## src/rtl/lcd_pkg.sv

```systemverilog
// Shared definitions for the LCD frame writer: HD44780 instruction codes,
// the custom glyph ROM (bell at CGRAM char 0, hourglass at char 1), the
// power-on instruction list and the top-level sequencer state type.
package lcd_pkg;

    localparam logic [7:0] FUNC_SET = 8'h38;
    localparam logic [7:0] DISP_ON  = 8'h0C;
    localparam logic [7:0] CLEAR    = 8'h01;
    localparam logic [7:0] ENTRY    = 8'h06;
    localparam logic [7:0] CGRAM0   = 8'h40;
    localparam logic [7:0] DDRAM_L1 = 8'h80;
    localparam logic [7:0] DDRAM_L2 = 8'hC0;

    localparam int unsigned INIT_LEN = 6;

    typedef enum logic [2:0] {
        ST_POWER_WAIT,
        ST_INIT,
        ST_CGRAM,
        ST_FRAME,
        ST_IDLE
    } lcd_state_t;

    // Power-on instruction list, issued in order.
    function automatic logic [7:0] init_byte(input logic [2:0] idx);
        case (idx)
            3'd0, 3'd1, 3'd2: init_byte = FUNC_SET;
            3'd3:             init_byte = DISP_ON;
            3'd4:             init_byte = CLEAR;
            3'd5:             init_byte = ENTRY;
            default:          init_byte = FUNC_SET;
        endcase
    endfunction

    // Rows 0-7 are the alarm bell, rows 8-15 the timer hourglass.
    function automatic logic [7:0] glyph_byte(input logic [3:0] idx);
        case (idx)
            4'd0:  glyph_byte = 8'h04;
            4'd1:  glyph_byte = 8'h0E;
            4'd2:  glyph_byte = 8'h0E;
            4'd3:  glyph_byte = 8'h0E;
            4'd4:  glyph_byte = 8'h1F;
            4'd5:  glyph_byte = 8'h00;
            4'd6:  glyph_byte = 8'h04;
            4'd7:  glyph_byte = 8'h00;
            4'd8:  glyph_byte = 8'h1F;
            4'd9:  glyph_byte = 8'h11;
            4'd10: glyph_byte = 8'h0A;
            4'd11: glyph_byte = 8'h04;
            4'd12: glyph_byte = 8'h0A;
            4'd13: glyph_byte = 8'h11;
            4'd14: glyph_byte = 8'h1F;
            default: glyph_byte = 8'h00;
        endcase
    endfunction

endpackage

```

## src/rtl/lcd_byte_writer.sv

```systemverilog
// Writes one byte to the LCD bus as SETUP (1 cycle, E low), PULSE (EPulse
// cycles, E high) and HOLD (wait_cycles cycles, E low). DB/RS are captured
// at start and held until the next accepted start.
// Ports: mclk, rst (sync, active-high); start/rs/data/wait_cycles request;
// DB/RS/E registered bus outputs; done_c high in the last HOLD cycle, when a
// new start is accepted with no gap cycle.
module lcd_byte_writer
    import lcd_pkg::*;
#(
    parameter int unsigned EPulse = 2
) (
    input  logic        mclk,
    input  logic        rst,
    input  logic        start,
    input  logic        rs,
    input  logic [7:0]  data,
    input  logic [31:0] wait_cycles,
    output logic [7:0]  DB,
    output logic        RS,
    output logic        E,
    output logic        done_c
);

    localparam logic [31:0] EP_LAST = 32'((EPulse > 0) ? EPulse - 1 : 0);

    typedef enum logic [1:0] {W_IDLE, W_SETUP, W_PULSE, W_HOLD} wphase_t;

    wphase_t     phase, phase_d;
    logic [31:0] cnt, cnt_d;
    logic [31:0] wait_q, wait_d;
    logic [7:0]  db_d;
    logic        rs_d;
    logic        e_d;
    logic        take;

    // Phase register and registered bus outputs.
    always_ff @(posedge mclk) begin
        if (rst) begin
            phase  <= W_IDLE;
            cnt    <= '0;
            wait_q <= '0;
            DB     <= '0;
            RS     <= 1'b0;
            E      <= 1'b0;
        end else begin
            phase  <= phase_d;
            cnt    <= cnt_d;
            wait_q <= wait_d;
            DB     <= db_d;
            RS     <= rs_d;
            E      <= e_d;
        end
    end

    // Phase sequencing; a start is taken when idle or in the last HOLD cycle.
    always_comb begin
        phase_d = phase;
        cnt_d   = cnt;
        wait_d  = wait_q;
        db_d    = DB;
        rs_d    = RS;
        done_c  = 1'b0;
        take    = 1'b0;
        case (phase)
            W_IDLE:  take = start;
            W_SETUP: begin
                phase_d = W_PULSE;
                cnt_d   = '0;
            end
            W_PULSE: begin
                if (cnt == EP_LAST) begin
                    phase_d = W_HOLD;
                    cnt_d   = '0;
                end else begin
                    cnt_d = cnt + 32'd1;
                end
            end
            W_HOLD: begin
                if (cnt == wait_q - 32'd1) begin
                    done_c  = 1'b1;
                    phase_d = W_IDLE;
                    take    = start;
                end else begin
                    cnt_d = cnt + 32'd1;
                end
            end
            default: phase_d = W_IDLE;
        endcase
        if (take) begin
            phase_d = W_SETUP;
            db_d    = data;
            rs_d    = rs;
            // A zero hold would never reach done; treat it as one cycle.
            wait_d  = (wait_cycles == 32'd0) ? 32'd1 : wait_cycles;
        end
        e_d = (phase_d == W_PULSE);
    end

endmodule

```

## src/rtl/lcd_frame_writer.sv

```systemverilog
// Drives a 16x2 HD44780-compatible LCD: power-on wait, init instructions,
// two custom glyphs into CGRAM, then continuous frames of LineA/LineB with
// a refresh gap. Both lines are snapshotted when each frame starts.
// Ports: mclk, rst (sync, active-high); LineA/LineB 16-char images (column
// 0 in bits [7:0]); DB/RS/E/RW LCD write bus (RW tied low); frame_done
// one-cycle pulse after the last byte of each frame.
module lcd_frame_writer
    import lcd_pkg::*;
#(
    parameter int unsigned M_FREQ       = 1,
    parameter int unsigned InsWaitTime  = 10,
    parameter int unsigned DataWaitTime = 10,
    parameter int unsigned RefreshTime  = 320,
    parameter int unsigned EPulse       = 2
) (
    input  logic         mclk,
    input  logic         rst,
    input  logic [127:0] LineA,
    input  logic [127:0] LineB,
    output logic [7:0]   DB,
    output logic         RS,
    output logic         E,
    output logic         RW,
    output logic         frame_done
);

    localparam int unsigned POWER_WAIT = (M_FREQ / 25 >= 1) ? M_FREQ / 25 : 1;
    localparam int unsigned CLEAR_WAIT =
        (M_FREQ / 500 > InsWaitTime) ? M_FREQ / 500 : InsWaitTime;
    localparam logic [31:0] PW_LAST  = 32'(POWER_WAIT - 1);
    localparam logic [31:0] REF_LAST = 32'((RefreshTime > 0) ? RefreshTime - 1 : 0);
    localparam logic [31:0] INS_W    = 32'(InsWaitTime);
    localparam logic [31:0] DATA_W   = 32'(DataWaitTime);
    localparam logic [31:0] CLEAR_W  = 32'(CLEAR_WAIT);
    localparam logic [3:0]  INIT_LAST = 4'(INIT_LEN - 1);

    lcd_state_t   state, state_d;
    logic [31:0]  cnt, cnt_d;
    logic [3:0]   col, col_d;
    logic         line, line_d;
    logic         on_addr, on_addr_d;
    logic [127:0] shadow_a, shadow_b;
    logic [127:0] line_img;

    logic         start_c;
    logic         byte_rs;
    logic [7:0]   byte_data;
    logic [31:0]  byte_wait;
    logic         done_c;

    assign RW = 1'b0;

    lcd_byte_writer #(.EPulse(EPulse)) u_byte (
        .mclk        (mclk),
        .rst         (rst),
        .start       (start_c),
        .rs          (byte_rs),
        .data        (byte_data),
        .wait_cycles (byte_wait),
        .DB          (DB),
        .RS          (RS),
        .E           (E),
        .done_c      (done_c)
    );

    // Sequencer state, line snapshots and frame_done pulse.
    always_ff @(posedge mclk) begin
        if (rst) begin
            state      <= ST_POWER_WAIT;
            cnt        <= '0;
            col        <= '0;
            line       <= 1'b0;
            on_addr    <= 1'b0;
            shadow_a   <= '0;
            shadow_b   <= '0;
            frame_done <= 1'b0;
        end else begin
            state      <= state_d;
            cnt        <= cnt_d;
            col        <= col_d;
            line       <= line_d;
            on_addr    <= on_addr_d;
            frame_done <= (state_d == ST_IDLE) && (state != ST_IDLE);
            if ((state_d == ST_FRAME) && (state != ST_FRAME)) begin
                shadow_a <= LineA;
                shadow_b <= LineB;
            end
        end
    end

    // Next byte selection; each new byte is started on the writer's done.
    always_comb begin
        state_d   = state;
        cnt_d     = cnt;
        col_d     = col;
        line_d    = line;
        on_addr_d = on_addr;
        start_c   = 1'b0;
        byte_rs   = 1'b0;
        byte_data = 8'h00;
        byte_wait = INS_W;
        line_img  = '0;
        case (state)
            ST_POWER_WAIT: begin
                if (cnt == PW_LAST) begin
                    start_c   = 1'b1;
                    byte_data = init_byte(3'd0);
                    col_d     = '0;
                    state_d   = ST_INIT;
                end else begin
                    cnt_d = cnt + 32'd1;
                end
            end
            ST_INIT: begin
                if (done_c) begin
                    start_c = 1'b1;
                    if (col == INIT_LAST) begin
                        byte_data = CGRAM0;
                        col_d     = '0;
                        on_addr_d = 1'b1;
                        state_d   = ST_CGRAM;
                    end else begin
                        col_d     = col + 4'd1;
                        byte_data = init_byte(col_d[2:0]);
                        if (byte_data == CLEAR) byte_wait = CLEAR_W;
                    end
                end
            end
            ST_CGRAM: begin
                if (done_c) begin
                    start_c = 1'b1;
                    if (on_addr || (col != 4'd15)) begin
                        col_d     = on_addr ? 4'd0 : col + 4'd1;
                        on_addr_d = 1'b0;
                        byte_rs   = 1'b1;
                        byte_wait = DATA_W;
                        byte_data = glyph_byte(col_d);
                    end else begin
                        byte_data = DDRAM_L1;
                        col_d     = '0;
                        line_d    = 1'b0;
                        on_addr_d = 1'b1;
                        state_d   = ST_FRAME;
                    end
                end
            end
            ST_FRAME: begin
                if (done_c) begin
                    if (on_addr || (col != 4'd15)) begin
                        start_c   = 1'b1;
                        col_d     = on_addr ? 4'd0 : col + 4'd1;
                        on_addr_d = 1'b0;
                        byte_rs   = 1'b1;
                        byte_wait = DATA_W;
                        line_img  = line ? shadow_b : shadow_a;
                        byte_data = line_img[{col_d, 3'b000} +: 8];
                    end else if (!line) begin
                        start_c   = 1'b1;
                        byte_data = DDRAM_L2;
                        col_d     = '0;
                        line_d    = 1'b1;
                        on_addr_d = 1'b1;
                    end else begin
                        col_d   = '0;
                        cnt_d   = '0;
                        state_d = ST_IDLE;
                    end
                end
            end
            ST_IDLE: begin
                if (cnt == REF_LAST) begin
                    start_c   = 1'b1;
                    byte_data = DDRAM_L1;
                    col_d     = '0;
                    line_d    = 1'b0;
                    on_addr_d = 1'b1;
                    state_d   = ST_FRAME;
                end else begin
                    cnt_d = cnt + 32'd1;
                end
            end
            default: begin
                cnt_d   = '0;
                state_d = ST_POWER_WAIT;
            end
        endcase
    end

endmodule

```

## config.mk

```make
export PLATFORM = sky130hd
export DESIGN_NAME = lcd_frame_writer
export DESIGN_NICKNAME = d
export VERILOG_FILES = /design/src/rtl/lcd_pkg.sv /design/src/rtl/lcd_byte_writer.sv /design/src/rtl/lcd_frame_writer.sv
export SDC_FILE = /design/constraint.sdc
export NUM_CORES = 1
export LEC_CHECK = 0
export CORE_MARGIN = 3
export CORE_UTILIZATION = 55
export DETAILED_ROUTE_END_ITERATION = 7
export DONT_BUFFER_PORTS = 1
export GPL_TIMING_DRIVEN = 0
export PLACE_DENSITY_LB_ADDON = 0.3
export SLEW_MARGIN = 20
export SYNTH_ARGS = -nofsm -noshare
export SYNTH_HDL_FRONTEND = slang
export SYNTH_SLANG_ARGS = --single-unit
```

## constraint.sdc

```tcl
create_clock -name mclk -period 9.81 [get_ports mclk]
set_input_delay 1.962 -clock mclk [delete_from_list [all_inputs] [get_ports mclk]]
set_output_delay 1.962 -clock mclk [all_outputs]
set_load 0.02 [all_outputs]
```

==> flow_summary.ini <==
[power]
sequentialPowerShare = 0.480
pwr-share-clk = 0.444
p_comb_frac = 0.076
p_sw_uw = 759
p_leak_uw = 0.00565
p_sw_frac = 0.251
internal_power_uw = 2260
power.density_mw_per_mm2 = 175
vdd_ir_drop_max_mv = 0.129
total_power_uw = 3020

[min_path]
min_path_type = reg2reg
hp-start = shadow_b[4]

[worst_setup_path]
worst_r2r_startpoint = col[0]
end_kind = flip-flop
slowest_delay_ns = 0.83
cpMaxStageDelayCell = buf_1
cp.arrival_ns = 4.46
path_buf_inv = 3
path_max_fanout = 10
critPathKind = reg2reg
cp.required_ns = 10.20
crit_start = col[0]
crit_chain = clkbuf_1 -> nor2_1 -> buf_2 -> buf_1 -> mux4_2 -> o221ai_1 -> o311ai_0 -> a21oi_1 -> o21ai_0
crit_family = buffers and inverters
critPathLaunchType = flip-flop

[yosys]
ys_types = 67
synth_top_area_frac = 0.441
synth-seq-area-share = 0.441
synth_seq_cells = 343
synth_edf_count = 0
syn_area_per_cell_um2 = 8.29
synth_area_leaders = dfxtp_1 44%, nand2_1 14%, mux4_2 9.5%, a21oi_1 9.3%, nor2_1 2.3%
synth_warnings = 0
synth-xor-area-share = 0.0309
synthSimpleGateAreaFrac = 0.232
yosysTopAreaCell = dfxtp_1
synthCells = 1880
synth_area_mm2 = 0.0156
synth_compound_area_frac = 0.137
synthMuxAreaShare = 0.0994
syn_nets = 2156
synth-async-reset-ratio = 0
synth_top_family_by_area = simple AND/OR/NAND/NOR gates
synth-adder-area-share = 0.0145
synth_ff_type = dfxtp_1

[timing]
worstMarginPinSlew_ns = 1.07
finalCritPeriodShare = 0.415
slew_viol_final = 0
worst_clock_skew_ns = 0.0261
final-setup-viol-count = 0
fmax_mhz = 246
rsz0062_at_grt = false
relSlewSlack = 0.283
layout_min_cycle_time_ns = 4.07
hold_viol = 0
tns_ns = 0

[global_route]
grt_overflow = 0
grt_max_degree = 15
grt_pass1_vias = 13500
grt_pass1_wl_mm = 75.4
grt_antenna_before_repair = 1
grtUsageTotal = 0.316

[clock_tree]
cts.sinks = 343
ctsLongestPathBuffers = 3
cts_buffers = 36
cts-root-buf = clkbuf_16
cts_tree = built
cts-resized-gates = 0
post_cts.repair.setup_buffers = 0
clk_pin_slew_ns = 0.06
h-tree-depth = 2
worstSkewPairLatency_ns = 0.53
ctsHoldBuffers = 0

[cells_and_area]
postLayoutCellArea_mm2 = 0.0172
final_common_cell = nand2_1
diodes = 0
syn_to_final_growth_pct = 10.5
drive_gt1_frac = 0.0988
fillers = 2395
final_cell_mix = 589 x nand2_1, 343 x dfxtp_1, 289 x a21oi_1
fin_cells = 2316
nets = 2194

[detailed_routing]
wire_per_inst_um = 21.3
drtAntennaViolNets = 0
first_pass_iters = 6
drtIter0Drc = 1314
routed-via-count = 14000
wirelength_mm = 49.3
drc = 0
viasPerCell = 6.05

[placement]
dpl_cell_area_mm2 = 0.0160
place.port_buffers = 0
dpl.cell_count = 2252
dp_hpwl_mm = 36.8
gp_congestion = 0.979

[floorplanning]
die_x_um = 174
io-pin-count = 270
coreArea_mm2 = 0.0274
die_height_um = 174
die_area_mm2 = 0.0304
row_count = 60
initial_core_util = 0.568

[flow_run]
maxCapViolations = 0

[outcome]
outcome = finished clean
==> logic make-up (layout without fill, tap and decap cells) <==
group / Yosys count / count (layout)
other: 1 / 1
muxes: 72 / 72
and+or+nand+nor: 850 / 850
DFF: 343 / 343
xor gates and xnor gates: 55 / 55
AOI/OAI and AO/OA: 380 / 380
buffers and inverters: 161 / 225
adders and majority gates: 18 / 18
==> cell type report <==
type | count | area [µm²] | share of cell area
Sequential cell | 343 | 6870 | 0.399
Multi-Input combinational cell | 1376 | 8000 | 0.465
Clock buffer | 55 | 1100 | 0.0642
Clock inverter | 9 | 62.6 | 0.00363
Inverter | 28 | 105 | 0.00611
Tap cell | 372 | 465 | 0.0270
Buffer | 133 | 613 | 0.0356
==> worst min-delay path: stages, from the launching register on <==
cell     delay (ns)
dfxtp_1        0.31
nand2_1        0.05
a21oi_1        0.05
==> power by group through the flow <==
stage	sequential, µW	combinational, µW	clock [µW]
2_1_floorplan	1470	161	0
3_3_place_gp	1480	219	0
3_5_place_dp	1480	222	0
4_1_cts	1450	223	1350
5_1_grt	1450	248	1410
6_report	1450	228	1340
==> synthesized netlist by cell type (7+ instances only) <==
master / n
o22ai_1: 7
inv_1: 27
clkbuf_1: 73
nand4_1: 28
xor2_1: 29
a211oi_1: 7
and2_1: 7
or3_1: 14
and3_1: 16
nor3_1: 26
nand2_1: 589
buf_4: 16
nor4_1: 15
nor2_1: 96
o21ai_0: 22
a21oi_1: 289
mux4_2: 66
buf_2: 40
dfxtp_1: 343
ha_1: 18
xnor2_1: 26
nand3_1: 25
==> path summary, 6_finish.rpt <==
check | slack (ns) | end | depth (start not counted)
max | 5.74 | u_byte.DB[6] | 9
min reg2reg | 0.45 | shadow_b[4] | 2
min | 0.45 | shadow_b[4] | 2
max reg2reg | 5.74 | u_byte.DB[6] | 9
==> flip-flops by register name (all words and copies together) (netlist names), 2 cells and up <==
| name | flops |
|---|---|
| shadow_a | 128 |
| shadow_b | 128 |
| state | 3 |
| u_byte.cnt | 32 |
| cnt | 32 |
| u_byte.phase | 2 |
| col | 4 |
| u_byte.DB | 8 |
==> routing by layer <==
| layer | up-vias | wire length, µm | track usage |
|---|---|---|---|
| li1 | 6523 | - | - |
| met1 | 6697 | 19100 | 0.399 |
| met2 | 665 | 23600 | 0.526 |
| met3 | 135 | 4550 | 0.0716 |
| met4 | 2 | 2060 | 0.124 |
| met5 | - | 13 | 0 |
==> metrics by stage <==
stage	util	hold slack [ns]	worst slack, ns
after floorplan	-	0.432	6.73
after global placement	0.585	0.439	5.56
after detailed placement	0.586	0.446	5.82
after CTS	0.628	0.454	5.78
after global routing	0.628	0.467	5.50
final	0.628	0.452	5.74
No activity file was read; power rests on OpenSTA's default activity.
